File: src/rtl/pio_edge_capture_in_pkg.sv
// PIO edge-capture input port: shared constants.
// Register map and edge-mode encodings.
package pio_edge_capture_in_pkg;

  localparam logic [2:0] ADDR_DATA    = 3'd0;
  localparam logic [2:0] ADDR_IRQMASK = 3'd2;
  localparam logic [2:0] ADDR_EDGECAP = 3'd3;

  localparam int EDGE_RISING  = 0;
  localparam int EDGE_FALLING = 1;
  localparam int EDGE_ANY     = 2;

  // Cycles after reset release before edges count:
  // lets the chain and prev_q fill with real input.
  function automatic logic [2:0] arm_len(input int stages);
    return 3'(stages + 1);
  endfunction

endpackage

File: src/rtl/pio_sync_chain.sv
// Per-bit multi-flop synchronizer for async inputs.
// dout is the last stage of the chain.
module pio_sync_chain #(
  parameter int WIDTH  = 8,
  parameter int STAGES = 2
) (
  input  logic             clk,
  input  logic             reset_n,
  input  logic [WIDTH-1:0] din,
  output logic [WIDTH-1:0] dout
);

  logic [STAGES-1:0][WIDTH-1:0] stage_q;
  logic [STAGES-1:0][WIDTH-1:0] stage_d;

  // Shift the input one stage deeper every cycle
  always_comb begin
    stage_d = {stage_q[STAGES-2:0], din};
  end

  // Chain registers, cleared asynchronously
  always_ff @(posedge clk or negedge reset_n) begin
    if (!reset_n) begin
      stage_q <= '0;
    end else begin
      stage_q <= stage_d;
    end
  end

  assign dout = stage_q[STAGES-1];

endmodule

File: src/rtl/pio_edge_capture_in.sv
// PIO input port with per-bit edge capture,
// irq masking and an Avalon-MM slave.
module pio_edge_capture_in
  import pio_edge_capture_in_pkg::*;
#(
  parameter int WIDTH       = 8,
  parameter int EDGE_TYPE   = 0,
  parameter int SYNC_STAGES = 2
) (
  input  logic             clk,
  input  logic             reset_n,
  input  logic [2:0]       address,
  input  logic             chipselect,
  input  logic             read_n,
  input  logic             write_n,
  input  logic [31:0]      writedata,
  input  logic [WIDTH-1:0] in_port,
  output logic [31:0]      readdata,
  output logic             irq
);

  localparam logic [2:0] ARM_LEN = arm_len(SYNC_STAGES);

  logic [WIDTH-1:0] sync_q;
  logic [WIDTH-1:0] prev_q, prev_d;
  logic [WIDTH-1:0] mask_q, mask_d;
  logic [WIDTH-1:0] cap_q, cap_d;
  logic [WIDTH-1:0] edge_raw;
  logic [WIDTH-1:0] edge_det;
  logic [WIDTH-1:0] clr_bits;
  logic [31:0]      rdata_q, rdata_d;
  logic [2:0]       arm_q, arm_d;
  logic             armed;
  logic             rd_en;
  logic             wr_en;
  logic             unused_wdata;

  pio_sync_chain #(
    .WIDTH  (WIDTH),
    .STAGES (SYNC_STAGES)
  ) u_sync (
    .clk     (clk),
    .reset_n (reset_n),
    .din     (in_port),
    .dout    (sync_q)
  );

  assign rd_en = chipselect & ~read_n;
  assign wr_en = chipselect & ~write_n;
  assign armed = (arm_q == ARM_LEN);

  // Upper write bits have no home in a narrow port
  assign unused_wdata = ^writedata;

  // Edge detect in the configured mode, gated until armed
  always_comb begin
    edge_raw = '0;
    case (EDGE_TYPE)
      EDGE_FALLING: edge_raw = ~sync_q & prev_q;
      EDGE_ANY:     edge_raw = sync_q ^ prev_q;
      default:      edge_raw = sync_q & ~prev_q;
    endcase
    edge_det = armed ? edge_raw : '0;
  end

  // Next-state for mask, capture (set beats clear), arm counter
  always_comb begin
    prev_d   = sync_q;
    mask_d   = mask_q;
    clr_bits = '0;
    if (wr_en && address == ADDR_IRQMASK) begin
      mask_d = writedata[WIDTH-1:0];
    end
    if (wr_en && address == ADDR_EDGECAP) begin
      clr_bits = writedata[WIDTH-1:0];
    end
    cap_d = (cap_q & ~clr_bits) | edge_det;
    arm_d = armed ? arm_q : arm_q + 3'd1;
  end

  // Read mux; readdata holds when no read is active
  always_comb begin
    rdata_d = rdata_q;
    if (rd_en) begin
      case (address)
        ADDR_DATA:    rdata_d = 32'(sync_q);
        ADDR_IRQMASK: rdata_d = 32'(mask_q);
        ADDR_EDGECAP: rdata_d = 32'(cap_q);
        default:      rdata_d = '0;
      endcase
    end
  end

  // State registers, cleared asynchronously
  always_ff @(posedge clk or negedge reset_n) begin
    if (!reset_n) begin
      prev_q  <= '0;
      mask_q  <= '0;
      cap_q   <= '0;
      rdata_q <= '0;
      arm_q   <= '0;
    end else begin
      prev_q  <= prev_d;
      mask_q  <= mask_d;
      cap_q   <= cap_d;
      rdata_q <= rdata_d;
      arm_q   <= arm_d;
    end
  end

  assign readdata = rdata_q;
  assign irq      = |(cap_q & mask_q);

endmodule
File: config.mk
export PLATFORM = sky130hd
export DESIGN_NAME = pio_edge_capture_in
export DESIGN_NICKNAME = d
export VERILOG_FILES = /design/src/rtl/pio_edge_capture_in_pkg.sv /design/src/rtl/pio_sync_chain.sv /design/src/rtl/pio_edge_capture_in.sv
export SDC_FILE = /design/constraint.sdc
export NUM_CORES = 1
export LEC_CHECK = 0
export BUFFER_PORTS_ARGS = -buffer_cell sky130_fd_sc_hd__clkbuf_2
export CAP_MARGIN = 10
export CORE_UTILIZATION = 52
export DETAILED_ROUTE_END_ITERATION = 8
export GPL_TIMING_DRIVEN = 0
export PLACE_DENSITY_LB_ADDON = 0.1
export SYNTH_ARGS = -nofsm -noshare
export SYNTH_HDL_FRONTEND = slang
export SYNTH_HIERARCHICAL = 1
export SYNTH_SLANG_ARGS = --single-unit
File: constraint.sdc
create_clock -name clk -period 1.96 [get_ports clk]
set_input_delay 0.294 -clock clk [delete_from_list [all_inputs] [get_ports clk]]
set_output_delay 0.294 -clock clk [all_outputs]
set_load 0.005 [all_outputs]
==> run summary <==
After layout, the worst path uses 79.1% of the clock period. The run gives 0 as the number of nets with antenna violations after detailed routing. The post-synthesis xor/xnor area fraction came out at 0.413%.

Endpoint type of the worst setup path: a flop. Entering global routing, the biggest net connects 52 pins. The synthesized netlist devotes 8.67% of its cell area to simple gates. Setup repair after global routing left no endpoint under its margin. Number of nets at the end of the flow: 276. The final layout contains routed wiring with a total length of 3.86 mm. The peak fanout along the critical path was 10. The clock transition at the register clock pins on the worst setup and hold paths after CTS was 90 ps; the core outline area was 3800 µm². The worst pin sits at a relative slew slack of 62.2%.

For the sequential element share of the synthesized area, the log shows 60.2%. Class of the tightest hold or removal check: in -> async. The number of antenna violations at the first check in global routing is 0. The area growth from synthesis to layout is 20.5%.

The run gives 51 as the number of sinks driven by the clock tree. Of the cells placed in the final design, the portion with a size suffix greater than 1 is 33.9%. Row generation in the floorplan step produced 22 rows. Counting the fill cells in the layout gives 319.

The clock passes through at most 2 buffers. The largest total area in the synthesized netlist belongs to sky130_fd_sc_hd__dfrtp_1. Summing internal, switching and leakage power gives 2.19 mW. Yosys attributes the largest share of cell area to sky130_fd_sc_hd__dfrtp_1, sky130_fd_sc_hd__buf_4, sky130_fd_sc_hd__mux2_2. Data on the critical path arrives at its endpoint at 1760 ps. The mean instance size in the synthesized netlist was 12.9 µm²; the share of synthesized area spent on multiplexers was 8.55%. The run gives 0 as the number of inserted diodes. The worst path needs 1550 ps of the cycle, external delays included. Global routing used 19.6% of the available tracks. Summing the areas of all fa, ha and maj instances in the mapped netlist gives 1.18% of the synthesized area. The number of buffers added on ports is 30, and the height of the die is 65.9 µm. The number of setup buffers added after CTS is 0. Initial standard-cell utilization of the core: 55.8%. Across the VDD grid, the largest voltage drop is 578 µV. Detailed routing inserted a total of 1391 vias. The logs give 1289 for the via count of the first global-routing pass and 2160 ps for the data required time at the worst endpoint. The total die area came out at 4340 µm². The DRC violations left was 0; the upper clock frequency limit was 645 MHz. The first routing iteration left 54 violations.

The synthesized-area fraction occupied by ao, oa, aoi and oai cells was 10.3%; the distinct cell type count of the synthesized netlist was 23. The top cell types in the final layout, fill and taps aside, are sky130_fd_sc_hd__dfrtp_1, sky130_fd_sc_hd__clkbuf_2, sky130_fd_sc_hd__buf_4, sky130_fd_sc_hd__conb_1. Routability-driven placement finished with a final weighted congestion of 0.780. After clock tree synthesis, the flow added hold-fix buffers numbering 0. The remaining global-route overflow was 0; the number of CTS-inserted buffers was 5.

By area, the combinational part of the netlist is dominated by buffers and inverters. The placed wire-length estimate came out at 2.82 mm. The run finished, with violations left.

Counting flops and latches in the post-synthesis netlist gives 51. The clock tree synthesis step divided the H-tree into 2 levels. The post-cts resize count was 0; the areal power density over the cells was 859 nW/µm².

Number of placed instances, taps included: 266. The library cell used most frequently in the layout, excluding fill and tap cells, is sky130_fd_sc_hd__dfrtp_1. The first detailed-routing pass took 4 iterations. The floorplan step set the die width to 65.9 µm. After synthesis, the largest area contributor takes up 60.2% of total cell area. The logs give 6 for the count of warnings emitted by yosys and 21 for the final hold violation count. The tools report the non-filler instance count after layout as 275. By startpoint and endpoint, the worst setup path is classified as reg -> reg. The final reports fail on hold timing. During I/O placement, the number of pins put on the boundary was 81. TritonCTS built the clock tree.

The clock arrives with 6.27 ps of skew. The logs give -27.4 ps for the worst hold margin and 6.21 mm for the global-route wire length before repair. Max-cap violations in this run came to 0. Dividing the detail-routed wire length by the instance count gives 14.1 µm. STA classifies the critical path startpoint as a flop.

In this run the static leakage power is 1.28 nW. The root cell of the clock tree was sky130_fd_sc_hd__clkbuf_8. The slew of the pin with the lowest slew margin came out at 566 ps. The via density per instance was 5.06. Synthesis produced a netlist whose cell count is 165. For the sum of negative setup slack, the log shows 0 ps. The insertion delay to the later sink of the worst-skew pair is 300 ps. The final-report max-slew violation count is 0. Summing every instance area after synthesis gives 2120 µm².

Setup violations remaining at the end of the flow were counted as 0.
[state kept, by name (all words and copies together), names as in the netlist]
signal,cells
arm_q,3
cap_q,8
mask_q,8
prev_q,8
readdata,8
u_sync/dout,8
u_sync/stage_d,8
[cells in the mapped netlist]
library cell / count
sky130_fd_sc_hd__mux2_2: 9
sky130_fd_sc_hd__buf_2: 2
sky130_fd_sc_hd__mux2i_1: 8
sky130_fd_sc_hd__a22oi_1: 4
sky130_fd_sc_hd__nand4_1: 9
sky130_fd_sc_hd__nand3b_4: 1
sky130_fd_sc_hd__nor3b_4: 1
sky130_fd_sc_hd__o2bb2ai_1: 6
sky130_fd_sc_hd__xnor2_1: 1
sky130_fd_sc_hd__a32o_1: 2
sky130_fd_sc_hd__a22o_1: 8
sky130_fd_sc_hd__inv_1: 3
sky130_fd_sc_hd__nand2b_1: 1
sky130_fd_sc_hd__ha_1: 2
sky130_fd_sc_hd__buf_4: 24
sky130_fd_sc_hd__dfrtp_1: 51
sky130_fd_sc_hd__nand2_1: 7
sky130_fd_sc_hd__conb_1: 1
sky130_fd_sc_hd__nand3_1: 8
sky130_fd_sc_hd__o21ai_0: 9
sky130_fd_sc_hd__nor2b_1: 1
sky130_fd_sc_hd__clkbuf_1: 6
sky130_fd_sc_hd__nor3_2: 1
[logic make-up after synthesis]
family / Yosys count
flops: 51
xor+xnor: 1
compound gates: 29
buf+inv: 35
simple gates: 29
other cells: 1
mux: 17
fa+ha+maj: 2
[metal layers]
metal	global-route usage [%]	share of wire, %	vias to the layer above
li1	-	-	663
met1	25.3	44	660
met4	7.07	1.6	0
met3	4.83	6.4	8
met2	32.0	48	60
met5	0	0	-
[where the power goes]
part	internal, mW	total, mW	switching, mW
Combinational	0.146	0.271	0.125
Sequential	1.14	1.19	0.0576
Clock	0.413	0.730	0.317
Total	1.69	2.19	0.500
[critical path, stage by stage (launching register included)]
cell and delay [ps]:
sky130_fd_sc_hd__dfrtp_1 370, sky130_fd_sc_hd__ha_1 160, sky130_fd_sc_hd__ha_1 190, sky130_fd_sc_hd__clkbuf_1 400
sky130_fd_sc_hd__nand2_1 120, sky130_fd_sc_hd__o2bb2ai_1 210
[worst paths after layout]
kind                       slack (ps)               start            endpoint  depth (start not counted)
hold / removal                    -30             reset_n         readdata[7]                          1
max in group asynchronous        1440             reset_n      u_sync/dout[1]                          2
setup reg to reg                  410            arm_q[0]            cap_q[5]                          5
hold reg to reg                   350  u_sync/stage_d[15]      u_sync/dout[7]                          0
min in group clk                  100          in_port[7]  u_sync/stage_d[15]                          1
setup / recovery                  410            arm_q[0]            cap_q[5]                          5
[cell type report]
class	instances	area [µm²]	area share, %
plain buffers	32	213	8.33
clock buffers	6	82.6	3.23
clock inverters	2	35.0	1.37
inverters	3	11.3	0.441
multi-input cells	102	707	27.7
flip-flops and latches	51	1280	50.0
well taps	48	60.1	2.35
repair buffers	31	170	6.66
[stage by stage]
| stage | setup WS, ps | hold slack [ps] | area [µm²] | util [%] |
|---|---|---|---|---|
| floorplan | 651 | -1.59 | 2210 | - |
| detailed placement | 355 | 335 | 2420 | 63.6 |
| CTS | 400 | 90.3 | 2530 | 66.7 |
| global route | 271 | 9.57 | 2550 | 67.3 |
| finish | 410 | -27.4 | 2550 | 67.3 |
| global placement | 399 | 332 | 2420 | 63.6 |
No activity file was read; power rests on OpenSTA's default activity.
